## src/rtl/if_fetch_unit.sv

```systemverilog
// IF-stage front half: owns the program counter, drives instruction memory
// and registers the fetched word into the IF/ID pipeline register.
module if_fetch_unit #(
  parameter logic [31:0] RESET_PC  = 32'h0000_0000,
  parameter logic [31:0] PC_STEP   = 32'd4,
  parameter logic [31:0] MEM_BYTES = 32'd128,
  parameter logic [31:0] NOP_WORD  = 32'h0000_0000
) (
  input  logic        clk,
  input  logic        rst,
  input  logic        stall,
  input  logic        redirect,
  input  logic [31:0] redirect_pc,
  output logic [31:0] imem_addr,
  input  logic [31:0] imem_data,
  output logic [31:0] ifid_pc,
  output logic [31:0] ifid_pc_plus4,
  output logic [31:0] ifid_instr,
  output logic        ifid_valid,
  output logic        fetch_fault
);

  logic [31:0] pc_q, pc_d;
  logic [31:0] ifid_pc_q, ifid_pc_d;
  logic [31:0] ifid_pc_plus4_q, ifid_pc_plus4_d;
  logic [31:0] ifid_instr_q, ifid_instr_d;
  logic        ifid_valid_q, ifid_valid_d;
  logic        fetch_fault_q, fetch_fault_d;
  logic        in_range_s;

  assign in_range_s = (pc_q <= (MEM_BYTES - 32'd4));

  // Next-state: redirect beats stall; an out-of-range fetch parks the pc and latches the fault.
  always_comb begin
    pc_d            = pc_q;
    ifid_pc_d       = ifid_pc_q;
    ifid_pc_plus4_d = ifid_pc_plus4_q;
    ifid_instr_d    = ifid_instr_q;
    ifid_valid_d    = ifid_valid_q;
    fetch_fault_d   = fetch_fault_q;
    if (redirect) begin
      pc_d         = {redirect_pc[31:2], 2'b00};
      ifid_valid_d = 1'b0;
      ifid_instr_d = NOP_WORD;
    end else if (stall) begin
      pc_d = pc_q;
    end else if (in_range_s) begin
      ifid_instr_d    = imem_data;
      ifid_pc_d       = pc_q;
      ifid_pc_plus4_d = pc_q + PC_STEP;
      ifid_valid_d    = 1'b1;
      pc_d            = pc_q + PC_STEP;
    end else begin
      fetch_fault_d = 1'b1;
      ifid_valid_d  = 1'b0;
      ifid_instr_d  = NOP_WORD;
    end
  end

  // State registers with synchronous reset.
  always_ff @(posedge clk) begin
    if (rst) begin
      pc_q            <= RESET_PC;
      ifid_pc_q       <= 32'h0000_0000;
      ifid_pc_plus4_q <= 32'h0000_0000;
      ifid_instr_q    <= NOP_WORD;
      ifid_valid_q    <= 1'b0;
      fetch_fault_q   <= 1'b0;
    end else begin
      pc_q            <= pc_d;
      ifid_pc_q       <= ifid_pc_d;
      ifid_pc_plus4_q <= ifid_pc_plus4_d;
      ifid_instr_q    <= ifid_instr_d;
      ifid_valid_q    <= ifid_valid_d;
      fetch_fault_q   <= fetch_fault_d;
    end
  end

  assign imem_addr     = pc_q;
  assign ifid_pc       = ifid_pc_q;
  assign ifid_pc_plus4 = ifid_pc_plus4_q;
  assign ifid_instr    = ifid_instr_q;
  assign ifid_valid    = ifid_valid_q;
  assign fetch_fault   = fetch_fault_q;

endmodule

```

## config.mk

```make
export PLATFORM = sky130hd
export DESIGN_NAME = if_fetch_unit
export DESIGN_NICKNAME = d
export VERILOG_FILES = /design/src/rtl/if_fetch_unit.sv
export SDC_FILE = /design/constraint.sdc
export NUM_CORES = 1
export LEC_CHECK = 0
export ABC_CLOCK_PERIOD_IN_PS = 2200
export BUFFER_PORTS_ARGS = -buffer_cell sky130_fd_sc_hd__buf_2
export CORE_UTILIZATION = 26
export DETAILED_ROUTE_END_ITERATION = 7
export HOLD_SLACK_MARGIN = 0.02
export SLEW_MARGIN = 20
export SYNTH_ARGS = -nofsm -noshare
export SYNTH_HDL_FRONTEND = slang
export SYNTH_SLANG_ARGS = --single-unit
```

## constraint.sdc

```tcl
create_clock -name clk -period 2.2 [get_ports clk]
set_input_delay 0.33 -clock clk [delete_from_list [all_inputs] [get_ports clk]]
set_output_delay 0.33 -clock clk [all_outputs]
set_load 0.01 [all_outputs]
```

==> run summary <==
Critical R2R Launch -> imem_addr[18]$_SDFFE_PP0P_
Setup-failing EPs final -> 0
Area Growth Syn to Fin -> 39.84%
Switch share -> 21.60%
FF-to-FF path depth -> 6
Maxcap violations -> 0
Leakage -> 2.841 nW
Fin nets -> 704
Setup tns final -> 0 ns
Htree depth -> 4
WL/cell -> 13.39 um
Worst VDD drop -> 0.4929 mV
RSZ-0062 raised after global routing -> false
Post-DP Area -> 5633 sq um
Status -> finished clean
Worst Setup EP -> ifid_pc_plus4[6]$_SDFFE_PP0P_
Gr usage total -> 13.17%
Vias in the first global route -> 3525
Die area -> 17750 sq um
Sink Count -> 124
Top cells by area, synth -> dfxtp_1 (55%), and2_1 (6.8%), nand4b_1 (6.3%), a21oi_1 (5.4%), mux2i_1 (5.4%)
Crit path from -> imem_addr[18]$_SDFFE_PP0P_
Post-Syn Instances -> 453
Hpwl dp -> 7734 um
Initial Utilization -> 26.81%
CP Capture Type -> flop
Total CTS buffers -> 17
Synth warnings -> 0
Asr flop ratio synth -> 0%
Skew final -> 0.01083 ns
Antenna diodes -> 0
Rows -> 47
Vias/cell -> 4.407
Data required time at the worst endpoint -> 2.52 ns
Startpoint Class -> flop
Share of cells above drive strength 1 -> 36.79%
Die width -> 133.2 um
Routability Congestion -> 0.7115
IO Count -> 198
PortBufs -> 189
Hold Violations, Final -> 0
Worst hold path type -> in2reg
Clk network pwr share -> 52.2%
Root buffer cell -> clkbuf_16
First-pass GRT wire length -> 18250 um
Arrival time of the worst setup path -> 2.38 ns
Via count -> 3821
Fmax -> 0.4851 GHz
Detailed-router iteration count before antenna repair -> 4
Die Span Y -> 133.2 um
Core area -> 16700 sq um
Capturing point of the worst reg2reg path -> ifid_pc_plus4[6]$_SDFFE_PP0P_
Tcrit/Tclk final -> 93.71%
Worst-Skew Late Latency -> 0.41 ns
Logic pwr share -> 6.8%
Largest net degree at the start of global routing -> 67
Rel. slew slack -> 62.99%
Longest Clk Path Bufs -> 2
Worst-margin pin slew -> 0.5552 ns
Synth unique cells -> 43
Initial drt markers -> 113
Design area -> 6262 sq um
CTS Hold Buffers Added -> 0
Kind of critical path -> reg2reg
Switching pwr -> 1.227 mW
Slew Viols, Final -> 0
CP Max Fanout -> 16
Final wirelength -> 11610 um
Average size of a mapped cell -> 9.885 sq um
Total grt overflow -> 0
# DRC -> 0
Synth Flop Type -> dfxtp_1
Largest area contributor in the netlist -> dfxtp_1
Routed Antenna Nets -> 0
Sequential power share -> 41.0%
TritonCTS clock tree -> yes
Tmin final -> 2.062 ns
R2R setup slack -> 0.14 ns
Initial antenna violation count -> 0
Post-synthesis sequential area ratio -> 55.43%
Count of flip-flops with a built-in enable after synthesis -> 0
Pwr per Cell Area -> 907.1 nW/um^2
Cell Int Power -> 4.454 mW
Seq cells post-synth -> 124
Clk pin slew, worst setup/hold paths -> 0.06 ns
Post-Syn Area -> 4478 sq um
Yosys top cell area share -> 55.43%
## metal layers
layer	GRT usage [%]	up-vias	routed length, um
met5	0	-	0
li1	-	1930	-
met1	16.85	1739	5525
met2	19.69	139	5117
met4	5.619	0	158
met3	5.061	13	807
## critical path, stage by stage, from the launching register on
cell and delay (ns):
dfxtp_1 0.33, or4_4 0.56, buf_4 0.18, nor4b_4 0.29, buf_4 0.27, a21oi_1 0.09, a311oi_1 0.24
## cells in the mapped netlist (2+ instances only)
library cell / instances
nand3_1: 11
nor4_1: 4
inv_1: 2
clkbuf_1: 27
buf_2: 3
a311o_1: 2
xor2_1: 2
xnor2_1: 2
or4_4: 2
or3_1: 2
nand4b_1: 32
nor2_1: 31
nor3_1: 2
mux2i_1: 24
a2111oi_0: 2
o21ai_0: 6
and2_1: 49
a21oi_1: 48
dfxtp_1: 124
buf_1: 6
nor3b_1: 2
nand2_1: 38
nand3b_1: 2
a311oi_1: 5
buf_4: 6
nor2b_1: 2
## metrics by stage
stage	utilization (%)	instances	hold WS (ns)	power, mW	setup WS (ns)
after CTS	37.48	867	0.1340	5.771	0.1307
after global routing	37.50	867	0.1465	5.914	0.007236
after detailed placement	33.73	836	0.4366	2.768	0.1399
after floorplan	-	458	0.4695	2.596	0.2090
final	37.50	867	0.1513	5.680	0.1384
after global placement	33.73	836	0.4340	2.764	0.1572
## flip-flops by register name, summed over array words and instances (netlist names)
signal	flops
ifid_instr	32
imem_addr	30
fetch_fault	1
ifid_valid	1
ifid_pc	30
ifid_pc_plus4	30
## how the worst min path moves through the flow
stage / startpoint / to / depth (start not counted)
3_3_place_gp: fetch_fault$_SDFFE_PP0P_ / fetch_fault$_SDFFE_PP0P_ / 2
3_5_place_dp: fetch_fault$_SDFFE_PP0P_ / fetch_fault$_SDFFE_PP0P_ / 2
2_1_floorplan: fetch_fault$_SDFFE_PP0P_ / fetch_fault$_SDFFE_PP0P_ / 2
6_report: redirect_pc[12] / imem_addr[12]$_SDFFE_PP0P_ / 3
4_1_cts: redirect_pc[17] / imem_addr[17]$_SDFFE_PP0P_ / 3
5_1_grt: redirect_pc[30] / imem_addr[30]$_SDFFE_PP0P_ / 3
## power groups by stage
stage	clock (mW)	sequential (mW)	combinational, mW
4_1_cts	3.05	2.33	0.394
3_3_place_gp	0	2.37	0.390
5_1_grt	3.15	2.33	0.428
3_5_place_dp	0	2.37	0.394
6_report	2.96	2.33	0.388
2_1_floorplan	0	2.38	0.217
## cells in the final DEF, fill, tap and decap left out, types with 6 or more instances in the layout
cell type,count
o21ai_0,6
buf_2,189
clkbuf_16,17
nor2_1,31
a21oi_1,48
conb_1,6
nand2_1,38
nand3_1,11
dfxtp_1,124
nand4b_1,32
and2_1,49
buf_4,11
mux2i_1,24
## kinds of logic (layout without fill, tap and decap cells)
group | after synthesis | count (layout) | share of synthesized area, %
AND/OR/NAND/NOR | 186 | 186 | 24.73
flip-flops | 124 | 124 | 55.43
buffers and inverters | 45 | 234 | 4.526
AO/OA/AOI/OAI | 68 | 68 | 8.802
XOR/XNOR | 4 | 4 | 0.7825
adder cells (fa/ha/maj) | 1 | 1 | 0.2794
other | 1 | 6 | 0.08374
multiplexers | 24 | 24 | 5.365
## area by class of cell
type / instances / area [sq um]
multi-input cells: 289 / 1822
well taps: 220 / 275.3
fillers: 1685 / 10440
clock inverters: 7 / 135.1
flip-flops and latches: 124 / 2482
repair buffers: 201 / 1049
inverters: 2 / 7.507
clock buffers: 24 / 491.7
## repair_timing
action / CTS / global route
gates resized for setup: 0 / 2
endpoints found under the setup margin: 0 / 2
setup buffers: 0 / 0
(Power assumes the default switching activity.)
